<file path="config.mk">
export PLATFORM = sky130hd
export DESIGN_NAME = memory_stage
export DESIGN_NICKNAME = d
export VERILOG_FILES = /design/src/rtl/batpu_pkg.sv /design/src/rtl/memory_stage_data_ram.sv /design/src/rtl/memory_stage.sv
export SDC_FILE = /design/constraint.sdc
export NUM_CORES = 2
export LEC_CHECK = 0
export ABC_AREA = 1
export ABC_CLOCK_PERIOD_IN_PS = 4100
export CAP_MARGIN = 10
export CORE_MARGIN = 4
export CORE_UTILIZATION = 57
export DETAILED_ROUTE_END_ITERATION = 12
export PLACE_DENSITY = 0.81
export SKIP_LAST_GASP = 1
export SYNTH_ARGS = -nofsm -noshare
export SYNTH_HDL_FRONTEND = slang
export SYNTH_HIERARCHICAL = 1
export SYNTH_SLANG_ARGS = --single-unit
</file>
<file path="constraint.sdc">
create_clock -name clk -period 4.1 [get_ports clk]
set_clock_uncertainty 0.2 [all_clocks]
set_input_delay 0.41 -clock clk [delete_from_list [all_inputs] [get_ports clk]]
set_output_delay 0.41 -clock clk [all_outputs]
set_load 0.005 [all_outputs]
</file>
<file path="src/rtl/batpu_pkg.sv">
// rtl/batpu_pkg.sv - shared control-word indices, memory-stage FSM states and address map
package batpu_pkg;

  // Control word layout as produced by decode and carried through execute
  localparam int CTR_REG_WE  = 0;
  localparam int CTR_DST_LO  = 1;
  localparam int CTR_DST_HI  = 2;
  localparam int CTR_MEM2REG = 3;
  localparam int CTR_HLT     = 4;
  localparam int CTR_MEM_RD  = 5;
  localparam int CTR_MEM_WR  = 6;
  localparam int CTR_W       = 7;
  localparam int CTR_WB_W    = 5;

  // Address map: everything at or above IO_BASE_DEFAULT is the I/O port
  localparam int IO_BASE_DEFAULT = 240;
  localparam int IO_ADDR_W       = 4;

  // Memory-stage handshake states (fixed encodings kept for older tools and dumps)
  localparam logic [1:0] ST_IDLE = 2'd0;
  localparam logic [1:0] ST_WAIT = 2'd1;
  localparam logic [1:0] ST_DONE = 2'd2;

  typedef enum logic [1:0] {
    IDLE = ST_IDLE,
    WAIT = ST_WAIT,
    DONE = ST_DONE
  } mem_fsm_t;

  // True when the control word requests any data-memory access
  function automatic logic is_mem_op(input logic [CTR_W-1:0] ctr);
    return ctr[CTR_MEM_RD] | ctr[CTR_MEM_WR];
  endfunction

endpackage

</file>
<file path="src/rtl/memory_stage_data_ram.sv">
// rtl/memory_stage_data_ram.sv - single-port data RAM with synchronous read and write
module data_ram
  import batpu_pkg::*;
#(
  parameter int DATA_W = 8,
  parameter int DEPTH  = IO_BASE_DEFAULT,
  parameter int AW     = $clog2(DEPTH)
) (
  input  logic              clk,
  input  logic              rst_n,
  input  logic              we,
  input  logic              re,
  input  logic [AW-1:0]     addr,
  input  logic [DATA_W-1:0] wdata,
  output logic [DATA_W-1:0] rdata
);

  logic [DATA_W-1:0] mem_q [DEPTH];
  logic [DATA_W-1:0] rdata_q, rdata_d;

  // Read data only changes when a load actually leaves the stage
  always_comb begin
    rdata_d = rdata_q;
    if (re) begin
      rdata_d = mem_q[addr];
    end
  end

  // Storage array: contents survive reset, as a real RAM macro would
  always_ff @(posedge clk) begin
    if (we) begin
      mem_q[addr] <= wdata;
    end
  end

  // Registered read port, cleared by reset so from_memory starts at zero
  always_ff @(posedge clk or negedge rst_n) begin
    if (!rst_n) begin
      rdata_q <= '0;
    end else begin
      rdata_q <= rdata_d;
    end
  end

  assign rdata = rdata_q;

endmodule

</file>
<file path="src/rtl/memory_stage.sv">
// rtl/memory_stage.sv - EX->WB memory stage with RAM, stalling I/O req/ack FSM; watchdog under MEM_IO_TIMEOUT_EN
module memory_stage
  import batpu_pkg::*;
#(
  parameter int DATA_W         = 8,
  parameter int ADDR_W         = 8,
  parameter int IO_BASE        = IO_BASE_DEFAULT,
  parameter int TIMEOUT_CYCLES = 64
) (
  input  logic                 clk,
  input  logic                 async_rst_n,
  input  logic                 clk_en,
  input  logic                 sync_rst,
  input  logic [DATA_W-1:0]    alu_result,
  input  logic [DATA_W-1:0]    store_data,
  input  logic [15:0]          inst_in,
  input  logic [CTR_W-1:0]     ctr_word_in,
  output logic [DATA_W-1:0]    from_alu,
  output logic [DATA_W-1:0]    from_memory,
  output logic [15:0]          inst_bus,
  output logic [CTR_WB_W-1:0]  ctr_word_out,
  output logic                 mem_stall,
  output logic                 io_req,
  output logic                 io_we,
  output logic [IO_ADDR_W-1:0] io_addr,
  output logic [DATA_W-1:0]    io_wdata,
  input  logic [DATA_W-1:0]    io_rdata,
  input  logic                 io_ack,
  output logic                 io_timeout
);

  localparam int RAM_AW = $clog2(IO_BASE);

  if (TIMEOUT_CYCLES < 2 || TIMEOUT_CYCLES > 256) begin : g_bad_timeout
    $error("memory_stage: TIMEOUT_CYCLES must be within 2..256 for the 8-bit watchdog");
  end
  if (IO_BASE < 2 || IO_BASE > (1 << ADDR_W) || RAM_AW > ADDR_W) begin : g_bad_io_base
    $error("memory_stage: IO_BASE must fit the address space");
  end

  // Input (EX/MEM) registers
  logic [DATA_W-1:0] alu_q, alu_d;
  logic [DATA_W-1:0] sdata_q, sdata_d;
  logic [15:0]       inst_q, inst_d;
  logic [CTR_W-1:0]  ctr_q, ctr_d;

  // Load-data source for the instruction that just left, and captured I/O data
  logic              sel_io_q, sel_io_d;
  logic [DATA_W-1:0] io_q, io_d;

  mem_fsm_t state_q, state_d;

  logic [ADDR_W-1:0] addr;
  logic              mem_rd, mem_wr, is_load;
  logic              in_io_range, is_io, advance;
  logic              ram_we, ram_re;
  logic [DATA_W-1:0] ram_rdata;

  // Decode of the held instruction; a read+write combination is treated as a write
  assign addr        = alu_q[ADDR_W-1:0];
  assign mem_rd      = ctr_q[CTR_MEM_RD];
  assign mem_wr      = ctr_q[CTR_MEM_WR];
  assign is_load     = mem_rd & ~mem_wr;
  assign in_io_range = (int'(addr) >= IO_BASE);
  assign is_io       = is_mem_op(ctr_q) & in_io_range;

  // Stall depends only on registered state, so gating clk_en with it cannot loop
  assign mem_stall = ((state_q == IDLE) & is_io) | (state_q == WAIT);
  assign advance   = clk_en & ~mem_stall;

  // RAM is touched only on the edge where its instruction leaves the stage
  assign ram_we = advance & mem_wr & ~in_io_range;
  assign ram_re = advance & is_load & ~in_io_range;

  data_ram #(
    .DATA_W(DATA_W),
    .DEPTH (IO_BASE),
    .AW    (RAM_AW)
  ) u_data_ram (
    .clk  (clk),
    .rst_n(async_rst_n),
    .we   (ram_we),
    .re   (ram_re),
    .addr (alu_q[RAM_AW-1:0]),
    .wdata(sdata_q),
    .rdata(ram_rdata)
  );

  // Pipeline register next-state: hold, load inputs, or load a bubble on flush
  always_comb begin
    alu_d    = alu_q;
    sdata_d  = sdata_q;
    inst_d   = inst_q;
    ctr_d    = ctr_q;
    sel_io_d = sel_io_q;
    if (advance) begin
      sel_io_d = is_io;
      if (sync_rst) begin
        alu_d   = '0;
        sdata_d = '0;
        inst_d  = '0;
        ctr_d   = '0;
      end else begin
        alu_d   = alu_result;
        sdata_d = store_data;
        inst_d  = inst_in;
        ctr_d   = ctr_word_in;
      end
    end
  end

`ifdef MEM_IO_TIMEOUT_EN
  logic [7:0] cnt_q, cnt_d;
  logic       io_timeout_q, io_timeout_d;
`endif

  // I/O handshake FSM; runs every cycle regardless of clk_en
  always_comb begin
    state_d = state_q;
    io_d    = io_q;
`ifdef MEM_IO_TIMEOUT_EN
    io_timeout_d = 1'b0;
`endif
    case (state_q)
      IDLE: begin
        if (is_io) begin
          state_d = WAIT;
        end
      end
      WAIT: begin
        if (io_ack) begin
          state_d = DONE;
          io_d    = io_rdata;
`ifdef MEM_IO_TIMEOUT_EN
        end else if (cnt_q == 8'(TIMEOUT_CYCLES - 1)) begin
          state_d      = DONE;
          io_d         = {DATA_W{1'b1}};
          io_timeout_d = 1'b1;
`endif
        end
      end
      DONE: begin
        if (advance) begin
          state_d = IDLE;
        end
      end
      default: state_d = IDLE;
    endcase
`ifdef MEM_IO_TIMEOUT_EN
    cnt_d = (state_q == WAIT && state_d == WAIT) ? cnt_q + 8'd1 : 8'd0;
`endif
  end

  // State and pipeline registers
  always_ff @(posedge clk or negedge async_rst_n) begin
    if (!async_rst_n) begin
      alu_q    <= '0;
      sdata_q  <= '0;
      inst_q   <= '0;
      ctr_q    <= '0;
      sel_io_q <= 1'b0;
      io_q     <= '0;
      state_q  <= IDLE;
`ifdef MEM_IO_TIMEOUT_EN
      cnt_q        <= '0;
      io_timeout_q <= 1'b0;
`endif
    end else begin
      alu_q    <= alu_d;
      sdata_q  <= sdata_d;
      inst_q   <= inst_d;
      ctr_q    <= ctr_d;
      sel_io_q <= sel_io_d;
      io_q     <= io_d;
      state_q  <= state_d;
`ifdef MEM_IO_TIMEOUT_EN
      cnt_q        <= cnt_d;
      io_timeout_q <= io_timeout_d;
`endif
    end
  end

`ifdef MEM_IO_TIMEOUT_EN
  assign io_timeout = io_timeout_q;
`else
  assign io_timeout = 1'b0;
`endif

  assign from_alu     = alu_q;
  assign inst_bus     = inst_q;
  assign ctr_word_out = ctr_q[CTR_WB_W-1:0];
  assign from_memory  = sel_io_q ? io_q : ram_rdata;

  // The port sees the held instruction for the whole request
  assign io_req   = (state_q == WAIT);
  assign io_we    = io_req & mem_wr;
  assign io_addr  = IO_ADDR_W'(addr - ADDR_W'(IO_BASE));
  assign io_wdata = sdata_q;

endmodule

</file>
== Yosys cells after proc, flatten, opt, wreduce, memory -nomap -nowiden ==
Memory sizes are Yosys's and may differ from the RTL's. A register that Yosys moved wholly into a read port is not among the register bits.
Index checks and enable logic that the tools add are counted.
Cells by class
  equal/unequal tests: 5
  add/subtract/negate cells: 1
  multiply operators: 0
  bitwise logic cells: 14
  reduce and logical (&&, ||, !) cells: 4
  $lt $le $gt $ge: 1
  divide/modulo/power cells: 0
  muxes and demuxes: 11
  shift-type cells: 0
Operator list (number)
  $mux 8: 3
  $mux 16: 1
  $and 1x1->1: 9
  $ge 8x8->1 const B: 1
  $mux 7: 1
  $mux 2: 3
  $pmux 2 s3: 1
  $ne 2x2->1 const B: 2
  $sub 4x1->4 const B: 1
  $not 1->1: 3
  $reduce_and 3->1: 1
  $eq 2x1->1 const B: 1
  $eq 2x2->1 const B: 1
  $logic_not 2->1: 1
  $mux 1: 2
  $ne 2x1->1 const B: 1
  $or 1x1->1: 2
  $reduce_and 2->1: 1
  $logic_not 1->1: 1
Storage, ports and cells
  input port bits: 52
  bits in read-only memories: 0
  bits in latches: 0
  memories kept: 1
  bits in writable memories: 1920
  logic and storage cells: 44
  bits in registers: 50
  output and inout port bits: 53
Memory list
  u_data_ram.mem_q: depth 240, width 8, read ports 1, clocked after memory_dff 1, write ports 1, line memory_stage_data_ram.sv:18  | logic [DATA_W-1:0] mem_q [DEPTH];

== Depth between registers and ports, before layout ==
  depth in word-level cells: 10
  mapped depth: 18
  depth with buffers taken out: 15

== Hierarchy ==
The synthesis kept the hierarchy.
By module, submodules not included
  data_ram: sequential area each 57855.5 um2, times used 1, area an instance 79531.3 um2, cells an instance 7488
  memory_stage: sequential area each 1251.2 um2, times used 1, area an instance 2622.5 um2, cells an instance 351

== Worst setup path before layout ==
OpenSTA, ideal clock, no wires.
  path type: register -> register
  start: register sdata_q[0] (netlist: io_wdata[0])
  end: memory u_data_ram.mem_q[0][0], data pin
  data required time: 3128 ps
  setup time: 772 ps
  setup slack: 95 ps
  stages on the path, launching flop included: 1
  clock period less this slack: 4005 ps
  buffers on the path: 0
  arrival: 3033 ps
  cell sequence: dfrtp_1
RTL lines
  start, declared: line memory_stage.sv:43  | logic [DATA_W-1:0] sdata_q, sdata_d;
  start signal, assigned: line memory_stage.sv:170  | sdata_q <= sdata_d;
  end, declared: line memory_stage_data_ram.sv:18
No word-level cell before the write port.

== Worst setup path in the final report ==
  start: register alu_q[0] (netlist: from_alu[0])
  end: register u_data_ram.rdata_q[0] (netlist: u_data_ram/rdata[0]) (read register of u_data_ram.mem_q)
On the way
  cells in the longest elaborated chain, start to end: 8
  elaborated cells between the ends (all ways): 9
  those cells by class: 1 x order compare; 8 x bitwise
RTL lines
  start, declared: line memory_stage.sv:42  | logic [DATA_W-1:0] alu_q, alu_d;
  start signal, assigned: line memory_stage.sv:169  | alu_q <= alu_d;
  $ge 8x8->1: line memory_stage.sv:64  | assign in_io_range = (int'(addr) >= IO_BASE);
  $and 1x1->1: line memory_stage.sv:65  | assign is_io = is_mem_op(ctr_q) & in_io_range;
  $and 1x1->1: line memory_stage.sv:68  | assign mem_stall = ((state_q == IDLE) & is_io) | (state_q == WAIT);
  $or 1x1->1: line memory_stage.sv:68
  $not 1->1: line memory_stage.sv:69  | assign advance = clk_en & ~mem_stall;
  $and 1x1->1: line memory_stage.sv:69
  $and 1x1->1 (2 in a row): line memory_stage.sv:73  | assign ram_re = advance & is_load & ~in_io_range;
  end, declared: line memory_stage_data_ram.sv:19  | logic [DATA_W-1:0] rdata_q, rdata_d;
Parallel ways exist; a longest one is shown, timed or not.
A chain may end at the register's enable or synchronous reset.

==> impl_metrics.ini <==
[placement]
numPortBuffers = 103
placedInstanceArea_um2 = 85500
gp_congestion = 0.897
hpwl_mm = 123

[synth]
synth_area_um2 = 82200
synth_fp_nets = 7891
syn-instance-count = 7839
syn_area_per_cell_um2 = 10.5
yosys_register_bits = 1978
synth.distinct_cells = 25
yosysWarnings = 6
ys_seq_area_share_pct = 71.9

[critical_path]
critPathMostFrequentCell = nand2_1
end_kind = flip-flop
critPathArrivalTime_ns = 4.18
cp.required_ns = 4.62
crit_buf_inv = 3
cp-start-kind = flip-flop
path_cells = inv_16 > buf_12 > buf_4 > nand2_1 > nand2_1 > nand2_1 > nand3_1 > nand2_1 > nand2_1 > o21ai_0 > nand2_1 > nor2_1 > nand2_1 > nor2_1 > a21oi_1
worst-setup-path-type = reg -> reg
path_max_fanout = 92
reg2reg_setup_slack_ns = 0.45
cp_top_family = compound AO/OA/AOI/OAI gates
slowest_delay_ns = 0.89
cp_slowest_cell = o21ai_0

[timing]
setup_viol = 0
maxSlewViolCount = 0
relSlewSlack_pct = 14.1
rsz0062_at_grt = false
tightestPinTransition_ns = 1.29
period_minus_slack_ns = 3.65
fin_setup_tns_ns = 0
hold_viol_final = 0
finalCritPeriodShare_pct = 89.1
fmax_mhz = 274

[detailed_routing]
postRouteAntennaNets = 0
vias = 58600
firstDrtPassIters = 9
drt-initial-drc-count = 8831
wirelength_mm = 221
wire_per_inst_um = 22.2
remaining_drc_errors = 0
routed_via_density = 5.89

[floorplanning]
rows = 139
die-area_um2 = 150000
io_pins = 105
coreArea_um2 = 143000
die_w_um = 388
initial_core_util_pct = 57.3
die_y_um = 388

[global_routing]
grt_pass1_wl_mm = 334
antenna_found_initial = 6
track_usage_pct = 29.0
grt-ovfl-total = 0
grt_pass1_vias = 56700
grt_max_degree = 171

[pwr]
peakVddDrop_mv = 0.511
powerDensity_nw_per_um2 = 477
cellLeakagePower_nw = 35.9

[job]
max_cap_violations = 0

[finish]
fin_area_um2 = 91700
area_delta_synth_final_pct = 11.6
drive_above_1_share_pct = 5.71
final_util_pct = 63.9
layout.nets = 7940

[clocking]
clock_sinks = 1978
cts_root_buf = clkbuf_16
cts_tree = yes
clkTransAtPathRegs_ns = 0.07
clockBufferDepth = 3
cts_buffers = 184
postCtsSetupRepairBufs = 0
clkLatencyLatePin_ns = 0.84
cts_max_level = 4

[hold_path]
hold_class = in -> reg

[outcome]
status = complete, no violations
==> flip-flops by register name (all words and copies together) (netlist names) <==
| signal | count |
|---|---|
| u_data_ram/mem_q | 1920 |
| inst_bus | 16 |
| from_alu | 8 |
| io_q | 8 |
| io_wdata | 8 |
| u_data_ram/rdata | 8 |
| ctr_q | 7 |
| state_q | 2 |
| sel_io_q | 1 |
==> cells in the final DEF (no fill, tap or decap), types with 10 or more instances in the layout <==
master	instances
a21oi_1	23
buf_12	42
buf_4	127
bufinv_16	16
clkbuf_1	32
clkbuf_16	186
clkdlybuf4s50_1	102
clkinv_1	40
clkinv_2	35
dfrtp_1	48
dfrtp_4	10
dlygate4sd3_1	21
edfxtp_1	1920
inv_1	95
nand2_1	4339
nand3_1	204
nand4_1	128
nor2_1	568
o21ai_0	31
o21ai_1	27
==> worst min-delay path, delay by kind of cell <==
family	cells	cell delay [ns]
AND/OR/NAND/NOR	3	0.16
buffers and inverters	2	0.45
==> final timing paths <==
| path | startpoint | end | cells after the start |
|---|---|---|---|
| worst max-delay path | from_alu[0] | u_data_ram/rdata[0] | 15 |
| worst min-delay path | store_data[2] | io_wdata[2] | 5 |
| worst max register to register | from_alu[0] | u_data_ram/rdata[0] | 15 |
| worst min register to register | inst_bus[13] | inst_bus[13] | 2 |
| max in group asynchronous | async_rst_n | io_wdata[7] | 4 |
| min in group asynchronous | async_rst_n | u_data_ram/rdata[3] | 4 |
==> cells by family (layout without fill, tap and decap cells) <==
family / after synthesis / count (layout) / share of synthesized area (%)
flops: 1978 / 1978 / 71.9
compound gates: 82 / 82 / 0.503
simple gates: 5249 / 5249 / 24.7
other cells: 1 / 5 / 0.00456
buf+inv: 529 / 729 / 2.82
==> synth_stat cells (all sizes together) <==
library cell  number  area, um^2
nand2           4340       16300
edfxtp          1920       57700
nor2             575        2170
buf              247        1260
nand3            206        1050
clkbuf           183         687
nand4            128         801
inv               97         364
dfrtp             58        1450
o21ai             58         290
a21oi             23         115
clkinv             2        8.75
conb               1        3.75
o31ai              1        7.51
==> cell type report <==
type / instances / area, um^2
flip-flops and latches: 1978 / 59100
fillers: 10100 / 51800
multi-input cells: 5332 / 20800
clock buffers: 223 / 4840
repair buffers: 293 / 3030
well taps: 1903 / 2380
clock inverters: 114 / 1090
inverters: 99 / 398
diodes: 4 / 10.0
==> power breakdown <==
group | switching [W] | internal (W) | leakage (nW) | total, W
Clock | 0.00746 | 0.00945 | 2.90 | 0.0169
Combinational | 0.00310 | 0.00107 | 15.3 | 0.00418
Sequential | 0.000196 | 0.0224 | 17.7 | 0.0226
==> per-stage QoR <==
step	hold slack (ns)	std cells	total power [W]	setup slack, ns
floorplan	-0.0856	7839	0.0254	0.0947
detailed placement	0.258	9583	0.0271	0.603
global placement	0.255	9583	0.0270	0.572
CTS	0.000553	9942	0.0437	0.505
global route	0.0413	9942	0.0450	0.276
finish	0.0361	9946	0.0437	0.445
==> layer usage <==
metal  GRT usage, %  up-vias  wire [um]
li1               -    25900          -
met1           37.8    27700      76500
met2           45.5     4198     102000
met3           6.73      819      28400
met4           15.8        6      13400
met5              0        -         44
==> timing repair <==
| action | 4_1_cts | 5_1_grt |
|---|---|---|
| hold buffers | 22 | 0 |
| gates resized for setup | 0 | 0 |
| endpoints found under the hold margin | 42 | 0 |
Note: power is estimated with default switching activity, not from simulation.
